### src/rtl/baccarat_pkg.sv
// Shared definitions for the Baccarat card/score datapath:
// card codes, active-low 7-segment patterns (gfedcba) and scoring helpers.
package baccarat_pkg;

    localparam logic [3:0] CARD_NONE  = 4'd0;
    localparam logic [3:0] CARD_ACE   = 4'd1;
    localparam logic [3:0] CARD_TWO   = 4'd2;
    localparam logic [3:0] CARD_THREE = 4'd3;
    localparam logic [3:0] CARD_FOUR  = 4'd4;
    localparam logic [3:0] CARD_FIVE  = 4'd5;
    localparam logic [3:0] CARD_SIX   = 4'd6;
    localparam logic [3:0] CARD_SEVEN = 4'd7;
    localparam logic [3:0] CARD_EIGHT = 4'd8;
    localparam logic [3:0] CARD_NINE  = 4'd9;
    localparam logic [3:0] CARD_TEN   = 4'd10;
    localparam logic [3:0] CARD_JACK  = 4'd11;
    localparam logic [3:0] CARD_QUEEN = 4'd12;
    localparam logic [3:0] CARD_KING  = 4'd13;

    localparam logic [6:0] SEG_BLANK = 7'b1111111;
    localparam logic [6:0] SEG_ACE   = 7'b0001000;
    localparam logic [6:0] SEG_TWO   = 7'b0100100;
    localparam logic [6:0] SEG_THREE = 7'b0110000;
    localparam logic [6:0] SEG_FOUR  = 7'b0011001;
    localparam logic [6:0] SEG_FIVE  = 7'b0010010;
    localparam logic [6:0] SEG_SIX   = 7'b0000010;
    localparam logic [6:0] SEG_SEVEN = 7'b1111000;
    localparam logic [6:0] SEG_EIGHT = 7'b0000000;
    localparam logic [6:0] SEG_NINE  = 7'b0010000;
    localparam logic [6:0] SEG_TEN   = 7'b1000000;
    localparam logic [6:0] SEG_JACK  = 7'b1100001;
    localparam logic [6:0] SEG_QUEEN = 7'b0011000;
    localparam logic [6:0] SEG_KING  = 7'b0001001;

    // Baccarat point value: pips count face value, no-card/ten/faces count zero.
    function automatic logic [3:0] card_value(input logic [3:0] card);
        if (card >= CARD_ACE && card <= CARD_NINE)
            return card;
        else
            return 4'd0;
    endfunction

    // Reduce a three-card sum (0..27) to its last decimal digit.
    function automatic logic [3:0] mod10(input logic [4:0] sum);
        if (sum >= 5'd20)
            return 4'(sum - 5'd20);
        else if (sum >= 5'd10)
            return 4'(sum - 5'd10);
        else
            return 4'(sum);
    endfunction

endpackage

### src/rtl/card7seg.sv
// Card code to active-low 7-segment decoder (bit order gfedcba).
// Unused codes and "no card" show a blank digit.
module card7seg
    import baccarat_pkg::*;
(
    input  logic [3:0] card_i,
    output logic [6:0] seg_o
);

    // Pure lookup from card code to segment pattern.
    always_comb begin
        seg_o = SEG_BLANK;
        case (card_i)
            CARD_ACE:   seg_o = SEG_ACE;
            CARD_TWO:   seg_o = SEG_TWO;
            CARD_THREE: seg_o = SEG_THREE;
            CARD_FOUR:  seg_o = SEG_FOUR;
            CARD_FIVE:  seg_o = SEG_FIVE;
            CARD_SIX:   seg_o = SEG_SIX;
            CARD_SEVEN: seg_o = SEG_SEVEN;
            CARD_EIGHT: seg_o = SEG_EIGHT;
            CARD_NINE:  seg_o = SEG_NINE;
            CARD_TEN:   seg_o = SEG_TEN;
            CARD_JACK:  seg_o = SEG_JACK;
            CARD_QUEEN: seg_o = SEG_QUEEN;
            CARD_KING:  seg_o = SEG_KING;
            default:    seg_o = SEG_BLANK;
        endcase
    end

endmodule

### src/rtl/datapath.sv
// Baccarat card/score datapath: free-running 1..13 card generator, six card
// registers loaded by one-hot strobes, mod-10 hand scores and six digit decoders.
// Optional macro FAST_ENTROPY_EN: the synchronized fast_clock level makes the
// card generator skip one value on that edge, adding run-to-run randomness.
module datapath
    import baccarat_pkg::*;
(
    input  logic       slow_clock,
    input  logic       resetb,
    input  logic       fast_clock,
    input  logic       load_pcard1,
    input  logic       load_pcard2,
    input  logic       load_pcard3,
    input  logic       load_dcard1,
    input  logic       load_dcard2,
    input  logic       load_dcard3,
    output logic [3:0] pcard3_out,
    output logic [3:0] pscore_out,
    output logic [3:0] dscore_out,
    output logic [6:0] HEX0,
    output logic [6:0] HEX1,
    output logic [6:0] HEX2,
    output logic [6:0] HEX3,
    output logic [6:0] HEX4,
    output logic [6:0] HEX5
);

    // Index order: 0..2 player cards 1..3, 3..5 dealer cards 1..3.
    logic [5:0] load_vec;
    logic [3:0] card_q [6];
    logic [3:0] card_d [6];
    logic [6:0] seg    [6];
    logic [3:0] new_card_q;
    logic [3:0] new_card_d;

    assign load_vec = {load_dcard3, load_dcard2, load_dcard1,
                       load_pcard3, load_pcard2, load_pcard1};

`ifdef FAST_ENTROPY_EN
    logic [1:0] fast_sync_q;

    // Two-flop synchronizer bringing the fast toggle into the slow domain.
    always_ff @(posedge slow_clock or negedge resetb) begin
        if (!resetb)
            fast_sync_q <= 2'b00;
        else
            fast_sync_q <= {fast_sync_q[0], fast_clock};
    end
`else
    // Deterministic build: the fast toggle is deliberately left unconnected.
    logic fast_clock_unused;
    assign fast_clock_unused = fast_clock;
`endif

    // Next card: step by one (or two with entropy), wrapping within 1..13.
    always_comb begin
        new_card_d = (new_card_q == CARD_KING) ? CARD_ACE : new_card_q + 4'd1;
`ifdef FAST_ENTROPY_EN
        if (fast_sync_q[1]) begin
            if (new_card_q == CARD_QUEEN)
                new_card_d = CARD_ACE;
            else if (new_card_q == CARD_KING)
                new_card_d = CARD_TWO;
            else
                new_card_d = new_card_q + 4'd2;
        end
`endif
    end

    // Card generator register; restarts at Ace on reset.
    always_ff @(posedge slow_clock or negedge resetb) begin
        if (!resetb)
            new_card_q <= CARD_ACE;
        else
            new_card_q <= new_card_d;
    end

    // Each strobed register captures the current card; simultaneous loads share it.
    always_comb begin
        for (int i = 0; i < 6; i++)
            card_d[i] = load_vec[i] ? new_card_q : card_q[i];
    end

    // Card registers, cleared only by reset.
    always_ff @(posedge slow_clock or negedge resetb) begin
        if (!resetb) begin
            for (int i = 0; i < 6; i++)
                card_q[i] <= CARD_NONE;
        end else begin
            for (int i = 0; i < 6; i++)
                card_q[i] <= card_d[i];
        end
    end

    for (genvar gi = 0; gi < 6; gi++) begin : g_seg
        card7seg u_card7seg (
            .card_i (card_q[gi]),
            .seg_o  (seg[gi])
        );
    end

    // Hand scores: 5-bit sums (max 27) reduced to a single digit.
    always_comb begin
        pscore_out = mod10({1'b0, card_value(card_q[0])} +
                           {1'b0, card_value(card_q[1])} +
                           {1'b0, card_value(card_q[2])});
        dscore_out = mod10({1'b0, card_value(card_q[3])} +
                           {1'b0, card_value(card_q[4])} +
                           {1'b0, card_value(card_q[5])});
    end

    assign pcard3_out = card_q[2];
    assign HEX0 = seg[0];
    assign HEX1 = seg[1];
    assign HEX2 = seg[2];
    assign HEX3 = seg[3];
    assign HEX4 = seg[4];
    assign HEX5 = seg[5];

endmodule

### config.mk
export PLATFORM = sky130hd
export DESIGN_NAME = datapath
export DESIGN_NICKNAME = d
export VERILOG_FILES = /design/src/rtl/baccarat_pkg.sv /design/src/rtl/card7seg.sv /design/src/rtl/datapath.sv
export SDC_FILE = /design/constraint.sdc
export NUM_CORES = 1
export LEC_CHECK = 0
export ABC_AREA = 1
export CAP_MARGIN = 20
export CORE_ASPECT_RATIO = 0.9
export CORE_UTILIZATION = 30
export DETAILED_ROUTE_END_ITERATION = 8
export GPL_TIMING_DRIVEN = 0
export PLACE_DENSITY = 0.55
export SLEW_MARGIN = 40
export SYNTH_ARGS = -nofsm -noshare
export SYNTH_HDL_FRONTEND = slang
export SYNTH_SLANG_ARGS = --single-unit
### constraint.sdc
create_clock -name slow_clock -period 4.5 [get_ports slow_clock]
set_input_delay 1.125 -clock slow_clock [delete_from_list [all_inputs] [get_ports slow_clock]]
set_output_delay 1.125 -clock slow_clock [all_outputs]
set_load 0.005 [all_outputs]
Word-level counts from Yosys, hierarchy flattened
Memories as Yosys holds them, arrays and structs flattened.
Cells that the tools add are included.
W data, S select, Z words.
{"block": "op_classes", "n_addsub": 9, "multipliers": 0, "n_div": 0, "n_lt_le_gt_ge": 16, "eq_ne": 1, "n_shift": 0, "mux": 11, "n_bitwise": 0, "reduce_logical": 6}
{"op": "$mux W4", "n": 11}
{"op": "$ge A4 B1 Y1 const B", "n": 6}
{"op": "$le A4 B4 Y1 const B", "n": 6}
{"op": "$add A4 B4 Y5", "n": 2}
{"op": "$add A5 B4 Y5", "n": 2}
{"op": "$ge A5 B4 Y1 const B", "n": 2}
{"op": "$ge A5 B5 Y1 const B", "n": 2}
{"op": "$sub A4 B3 Y4 const B", "n": 2}
{"op": "$sub A4 B4 Y4 const B", "n": 2}
{"op": "$logic_and A1 B1 Y1", "n": 6}
{"op": "$add A4 B1 Y4 const B", "n": 1}
{"op": "$eq A4 B4 Y1 const B", "n": 1}
{"block": "word_totals", "reg_bits": 28, "latch_bits": 0, "ram_bits": 0, "romBits": 672, "inputBits": 9, "output_inout_bits": 54, "wordCells": 56, "mem_count": 6}
{"memory": "(no name shown)", "words": 16, "word_bits": 7, "read_ports": 1, "rd_ports_with_merged_regs": 0, "wr": 0, "line_no": "card7seg.sv:13", "text": "case (card_i)"}
{"memory": "(no name shown)", "words": 16, "word_bits": 7, "read_ports": 1, "rd_ports_with_merged_regs": 0, "wr": 0, "line_no": "card7seg.sv:13"}
{"memory": "(no name shown)", "words": 16, "word_bits": 7, "read_ports": 1, "rd_ports_with_merged_regs": 0, "wr": 0, "line_no": "card7seg.sv:13"}
{"memory": "(no name shown)", "words": 16, "word_bits": 7, "read_ports": 1, "rd_ports_with_merged_regs": 0, "wr": 0, "line_no": "card7seg.sv:13"}
{"memory": "(no name shown)", "words": 16, "word_bits": 7, "read_ports": 1, "rd_ports_with_merged_regs": 0, "wr": 0, "line_no": "card7seg.sv:13"}
{"memory": "(no name shown)", "words": 16, "word_bits": 7, "read_ports": 1, "rd_ports_with_merged_regs": 0, "wr": 0, "line_no": "card7seg.sv:13"}

Longest topological paths before layout
{"block": "depth", "ltp_word": 8, "depth_mapped": 23, "depth_no_buf": 23}

Hierarchy
A second synthesis with hierarchy kept.
{"block": "unflattened", "cells_unflattened": 558, "area_unflattened_um2": 3638.5}
{"module": "datapath", "n_inst": 1, "cells_per_inst": 273, "area_per_inst_um2": 2026.9}
{"module": "card7seg (g_seg[2].u_card7seg ...)", "n_inst": 4, "cells_per_inst": 48, "area_per_inst_um2": 262.8}
{"module": "card7seg (g_seg[0].u_card7seg)", "n_inst": 1, "cells_per_inst": 47, "area_per_inst_um2": 291.5}
{"module": "card7seg (g_seg[1].u_card7seg)", "n_inst": 1, "cells_per_inst": 46, "area_per_inst_um2": 269.0}

Worst setup path after synthesis
Ideal clock, no wire load.
{"block": "synth_path", "path_type": "register -> output", "start": "reg card_q[17] in the netlist's numbering", "end": "out pscore_out[1]", "arrival_ns": 3.165, "t_required_ns": 3.375, "path_slack_ns": 0.210, "path_stages_with_launch": 20, "cell_sequence": "dfrtp_1 > inv_1 > ha_1 > or2_1 > a21oi_1 > nor2_1 > inv_1 > nor2_1 > fa_1 > ha_1 > fa_1 > inv_1 > ha_1 > inv_1 > nor2_1 > o21ai_0 > nand3_1 > nand2_1 > nand2_1 > nand2_1"}
{"block": "synth_between", "elab_chain_cells": 8}
{"element": "from (decl)", "line_no": "datapath.sv:30", "text": "logic [3:0] card_q [6];"}
{"element": "from (signal, indexed assignment)", "line_no": "datapath.sv:91", "text": "card_q[i] <= card_d[i];"}
{"element": "$ge A4 B1 Y1 or $le A4 B4 Y1 (tied branches)", "line_no": "baccarat_pkg.sv:37", "text": "if (card >= CARD_ACE && card <= CARD_NINE)"}
{"element": "$logic_and A1 B1 Y1", "line_no": "baccarat_pkg.sv:37"}
{"element": "$mux W4 (*)", "line_no": "baccarat_pkg.sv:37"}
{"element": "$add A4 B4 Y5 (*)", "line_no": "datapath.sv:104", "text": "pscore_out = mod10({1'b0, card_value(card_q[0])} +"}
{"element": "$add A5 B4 Y5 (*)", "line_no": "datapath.sv:105", "text": "{1'b0, card_value(card_q[1])} +"}
{"element": "$sub A4 B4 Y4 or $ge A5 B4 Y1 (tied branches)", "line_no": "baccarat_pkg.sv:48, baccarat_pkg.sv:47"}
{"element": "$mux W4", "line_no": "baccarat_pkg.sv:47", "text": "else if (sum >= 5'd10)"}
{"element": "$mux W4 (*)", "line_no": "baccarat_pkg.sv:45", "text": "if (sum >= 5'd20)"}
{"element": "to (decl)", "line_no": "datapath.sv:18", "text": "output logic [3:0] pscore_out,"}
Mark *: on every way between the ends. The rest lies on a longest branch, timed or not.

Worst setup path after layout
Same ends and word-level chain as after synthesis.

==> report_table.html <==
<table>
<tr><th>Metric</th><th>Value</th></tr>
<tr><th colspan="2">CTS</th></tr>
<tr><td>Clk sinks</td><td>28</td></tr>
<tr><td>Clock-pin slew of the registers on the worst-case setup and hold paths</td><td>0.07 ns</td></tr>
<tr><td>Maximum clock path buffer count</td><td>2</td></tr>
<tr><td>Cts bufs inserted</td><td>3</td></tr>
<tr><td>Clock latency on the worst-skew pair</td><td>approximately 0.26 ns</td></tr>
<tr><td>Depth of the CTS H-tree</td><td>1</td></tr>
<tr><td>TritonCTS clock tree</td><td>done</td></tr>
<tr><td>Clock root buffer</td><td>sky130_fd_sc_hd__clkbuf_16</td></tr>
<tr><th colspan="2">STA</th></tr>
<tr><td>Worst-case clock skew</td><td>0.00910 ns</td></tr>
<tr><td>Crit path setup slack, layout</td><td>-0.217 ns</td></tr>
<tr><td>Time the worst path needs with I/O delays and setup</td><td>4.72 ns</td></tr>
<tr><td>Achievable clock frequency</td><td>0.212 GHz</td></tr>
<tr><td>Number of pins exceeding their max-slew limit in the final report</td><td>0</td></tr>
<tr><td>Number of hold-slack violations in the final timing report</td><td>0</td></tr>
<tr><td>Relative slew slack</td><td>0.581</td></tr>
<tr><td>Unrepaired setup endpoints after global routing</td><td>true</td></tr>
<tr><td>Post-route clock period utilization</td><td>1.05</td></tr>
<tr><td>Total negative slack for setup checks</td><td>-0.832 ns</td></tr>
<tr><td>Least-Margin Pin Slew</td><td>0.629 ns</td></tr>
<tr><td>Hold slack final</td><td>approximately 0.63 ns</td></tr>
<tr><td>Final setup violating endpoints</td><td>6</td></tr>
<tr><th colspan="2">Logic synthesis</th></tr>
<tr><td>YS warnings</td><td>0</td></tr>
<tr><td>Average footprint of a synthesized cell</td><td>roughly 6.9 um2</td></tr>
<tr><td>Cells after Synth</td><td>about 470</td></tr>
<tr><td>Post-synth design cell area</td><td>3280 um2</td></tr>
<tr><td>Fraction of the yosys area taken by sequential cells</td><td>0.214</td></tr>
<tr><td>Yosys cell types</td><td>35</td></tr>
<tr><td>Proportion of synthesized flip-flops having asynchronous set or reset</td><td>1.00</td></tr>
<tr><td>Total of flip-flops plus latches after synthesis</td><td>28</td></tr>
<tr><td>Number of enable flip-flop cells after synthesis</td><td>0</td></tr>
<tr><td>Main flop type after synthesis</td><td>sky130_fd_sc_hd__dfrtp_1</td></tr>
<tr><td>Net count after synthesis</td><td>536</td></tr>
<tr><th colspan="2">Layout</th></tr>
<tr><td>Number of diodes</td><td>0</td></tr>
<tr><td>Number of nets at the end of the flow</td><td>670</td></tr>
<tr><td>Final standard cell utilization of the core</td><td>0.481</td></tr>
<tr><td>Filler Cell Count</td><td>1032</td></tr>
<tr><td>Final Instance Area</td><td>5020 um2</td></tr>
<tr><td>Share of cells above drive strength 1</td><td>0.316</td></tr>
<tr><td>Area added between synthesis and finish</td><td>53.0%</td></tr>
<tr><th colspan="2">Worst setup path</th></tr>
<tr><td>Reg-to-reg endpoint</td><td>new_card_q[2]$_DFF_PN0_</td></tr>
<tr><td>Max incr delay on CP</td><td>0.52 ns</td></tr>
<tr><td>Critical-path cell with the highest stage delay</td><td>sky130_fd_sc_hd__fa_1</td></tr>
<tr><td>Flop2flop setup slack</td><td>roughly 3.3 ns</td></tr>
<tr><td>Worst setup endpoint</td><td>pscore_out[1]</td></tr>
<tr><td>Worst Setup SP</td><td>card_q[17]$_DFFE_PN0P_</td></tr>
<tr><td>Launching element type of the critical path</td><td>flop</td></tr>
<tr><td>Critical Path Most Common Cell</td><td>sky130_fd_sc_hd__nor2_2</td></tr>
<tr><td>Type of destination of the critical path</td><td>primary output</td></tr>
<tr><td>Worst-path cell chain</td><td>inv_4 -&gt; ha_4 -&gt; or2_1 -&gt; a21oi_2 -&gt; nor2_2 -&gt; inv_1 -&gt; nor2_2 -&gt; fa_1 -&gt; ha_2 -&gt; fa_1 -&gt; buf_6 -&gt; inv_6 -&gt; ha_4 -&gt; inv_2 -&gt; nor2_2 -&gt; o21ai_2 -&gt; nand3_2 -&gt; buf_6 -&gt; nand3_1 -&gt; nand2_1 -&gt; buf_2</td></tr>
<tr><td>Origin of the critical flop-to-flop path</td><td>new_card_q[0]$_DFF_PN1_</td></tr>
<tr><td>Crit path arrival time</td><td>3.59 ns</td></tr>
<tr><td>Worst EP required</td><td>3.38 ns</td></tr>
<tr><td>Class of the most critical setup path</td><td>reg2out</td></tr>
<tr><td>CP Max Fanout</td><td>5</td></tr>
<tr><td>Number of cells on the worst reg-to-reg path</td><td>5</td></tr>
<tr><th colspan="2">Routing</th></tr>
<tr><td>Number of antenna-violating nets in the routed design</td><td>0</td></tr>
<tr><td>Total length of routed wires</td><td>approximately 9 mm</td></tr>
<tr><td>Number of DRC violations after detailed-routing iteration 0</td><td>159</td></tr>
<tr><td># DRC</td><td>3</td></tr>
<tr><td>Routed wirelength normalized by instance count</td><td>12.6 um</td></tr>
<tr><td>Vias after detailed routing</td><td>3515</td></tr>
<tr><td>First drt pass iteration count</td><td>9</td></tr>
<tr><td>Number of vias per cell after detailed routing</td><td>4.78</td></tr>
<tr><th colspan="2">Place</th></tr>
<tr><td>HPWL after DPL</td><td>6.48 mm</td></tr>
<tr><td>Final weighted congestion of routability-driven global placement</td><td>0.842</td></tr>
<tr><td>Worst setup timing slack at the placement stage</td><td>-0.655 ns</td></tr>
<tr><td>Quantity of I/O buffers inserted on ports</td><td>between 60 and 70</td></tr>
<tr><td>Area after DPL</td><td>4050 um2</td></tr>
<tr><th colspan="2">Worst hold path</th></tr>
<tr><td>Worst hold path class</td><td>reg2reg</td></tr>
<tr><td>Cell depth of the worst hold path</td><td>2</td></tr>
<tr><th colspan="2">Outcome</th></tr>
<tr><td>Violated checks</td><td>design-rule violations, negative setup slack</td></tr>
<tr><td>Outcome</td><td>finished, violations left</td></tr>
<tr><th colspan="2">Global routing</th></tr>
<tr><td>Congestion Overflow GR</td><td>0</td></tr>
<tr><td>Initial antenna violation count</td><td>0</td></tr>
<tr><td>Largest net degree at the start of global routing</td><td>29</td></tr>
<tr><td>Total routing resource utilization after global routing</td><td>0.165</td></tr>
<tr><td>Wire length of the first global-routing pass</td><td>15.6 mm</td></tr>
<tr><td>Vias in the first global route</td><td>roughly 3.4k</td></tr>
<tr><th colspan="2">Power and ir drop</th></tr>
<tr><td>Worst VDD drop</td><td>0.157 mV</td></tr>
<tr><td>Power density normalized to cell area</td><td>262 nW/um2</td></tr>
<tr><td>Leakage power figure</td><td>2.40 nW</td></tr>
<tr><th colspan="2">Floorplanning</th></tr>
<tr><td>Core region area</td><td>10400 um2</td></tr>
<tr><td>Number of core rows</td><td>35</td></tr>
<tr><td>Die ar.</td><td>roughly 11000 um2</td></tr>
<tr><td>Overall die width</td><td>112 um</td></tr>
<tr><td>Number of ports placed on the die boundary</td><td>63</td></tr>
<tr><td>Effective utilization at floorplan</td><td>0.315</td></tr>
<tr><td>Y dimension of the die</td><td>roughly 100 um</td></tr>
<tr><th colspan="2">Run</th></tr>
<tr><td>Max-Cap Viols</td><td>0</td></tr>
</table>
## routing by layer
layer | GRT usage | share of wire | vias up
met5 | 0 | 0 | -
li1 | - | - | 1811
met1 | 0.219 | 0.48 | 1645
met2 | 0.297 | 0.49 | 57
met3 | 0.0239 | 0.033 | 2
met4 | 0.0113 | 0.00076 | 0
## cells by family after synthesis
| kind of cell | after synthesis | synth area share |
|---|---|---|
| buffers and inverters | 84 | 0.110 |
| AND/OR/NAND/NOR | 213 | 0.280 |
| AO/OA/AOI/OAI | 95 | 0.168 |
| adder cells (fa/ha/maj) | 53 | 0.225 |
| flip-flops | 28 | 0.214 |
| XOR/XNOR | 1 | 0.00267 |
## power breakdown
group | internal [W] | total (W) | switching (W)
Clock | 0.000177 | 0.000263 | 0.0000858
Combinational | 0.000390 | 0.000776 | 0.000386
Sequential | 0.000264 | 0.000276 | 0.0000118
## through the flow
stage / power (W) / instances
after detailed placement: 0.000866 / 664
after CTS: 0.00125 / 718
after floorplan: 0.000620 / 474
after global placement: 0.000859 / 664
after global routing: 0.00142 / 736
final: 0.00132 / 736
## worst min path at each step
stage	startpoint	endpoint	slack, ns
after floorplan	new_card_q[1]$_DFF_PN0_	new_card_q[0]$_DFF_PN1_	0.55
after global placement	new_card_q[1]$_DFF_PN0_	new_card_q[0]$_DFF_PN1_	0.65
after detailed placement	new_card_q[1]$_DFF_PN0_	new_card_q[0]$_DFF_PN1_	0.65
after CTS	pcard3_out[1]$_DFFE_PN0P_	pcard3_out[1]$_DFFE_PN0P_	0.62
after global routing	pcard3_out[1]$_DFFE_PN0P_	pcard3_out[1]$_DFFE_PN0P_	0.69
final	pcard3_out[1]$_DFFE_PN0P_	pcard3_out[1]$_DFFE_PN0P_	0.63
## worst max-delay path, delay by kind of cell, from the launching register on
family,cells,cell delay [ns]
buffers and inverters,7,0.61
adders and majority gates,5,1.48
AOI/OAI and AO/OA,2,0.25
DFF,1,0.41
and+or+nand+nor,7,0.55
## repair_timing
| action | CTS | global route |
|---|---|---|
| resized for setup | 102 | 38 |
| hold buffers | 0 | 0 |
| endpoints found under the hold margin | 0 | 0 |
| buffers inserted | 50 | 18 |
| endpoints found under the setup margin | 6 | 6 |
| pin swaps | 38 | 29 |
## area by class of cell
class	count	area, um2	area share
buffer	14	95.1	0.0190
sequential	28	708	0.141
multi-input combinational	362	2530	0.505
inverter	70	287	0.0571
timing repair buffer	129	1130	0.225
clock inverter	1	30.0	0.00599
tap	129	161	0.0322
clock buffer	3	75.1	0.0150
## cells in the final DEF, fill, tap and decap left out, types with 5 or more instances in the layout
cell / synthesis / layout
sky130_fd_sc_hd__o211ai_1: 10 / 10
sky130_fd_sc_hd__buf_4: 6 / 65
sky130_fd_sc_hd__ha_1: 43 / 25
sky130_fd_sc_hd__inv_1: 64 / 40
sky130_fd_sc_hd__nor2_4: 2 / 5
sky130_fd_sc_hd__dfrtp_1: 27 / 22
sky130_fd_sc_hd__nand2_2: 3 / 10
sky130_fd_sc_hd__o21ai_0: 46 / 44
sky130_fd_sc_hd__ha_4: 0 / 12
sky130_fd_sc_hd__nor2_1: 41 / 28
sky130_fd_sc_hd__dfrtp_2: 0 / 5
sky130_fd_sc_hd__buf_6: 2 / 10
sky130_fd_sc_hd__nor2_2: 3 / 13
sky130_fd_sc_hd__nand2_1: 115 / 107
sky130_fd_sc_hd__nand3_2: 4 / 5
sky130_fd_sc_hd__ha_2: 0 / 6
sky130_fd_sc_hd__fa_1: 10 / 8
sky130_fd_sc_hd__inv_2: 5 / 23
sky130_fd_sc_hd__o221ai_1: 6 / 6
sky130_fd_sc_hd__buf_2: 3 / 10
sky130_fd_sc_hd__nand3_1: 41 / 37
sky130_fd_sc_hd__a21oi_1: 25 / 24
sky130_fd_sc_hd__clkdlybuf4s50_1: 0 / 54
## Yosys cell counts (5+ instances only)
library cell / count / area share
sky130_fd_sc_hd__o211ai_1: 10 / 0.023
sky130_fd_sc_hd__nor2_1: 41 / 0.047
sky130_fd_sc_hd__ha_1: 43 / 0.16
sky130_fd_sc_hd__buf_4: 6 / 0.014
sky130_fd_sc_hd__nand3_1: 41 / 0.063
sky130_fd_sc_hd__fa_1: 10 / 0.061
sky130_fd_sc_hd__inv_1: 64 / 0.073
sky130_fd_sc_hd__a21oi_1: 25 / 0.038
sky130_fd_sc_hd__dfrtp_1: 27 / 0.21
sky130_fd_sc_hd__nand2_1: 115 / 0.13
sky130_fd_sc_hd__o221ai_1: 6 / 0.016
sky130_fd_sc_hd__o21ai_0: 46 / 0.070
sky130_fd_sc_hd__inv_2: 5 / 0.0057
## flip-flops by register name, indices dropped and copies added (netlist names)
name / flops
card_q: 20
pcard3_out: 4
new_card_q: 4
No activity file was read; power rests on OpenSTA's default activity.
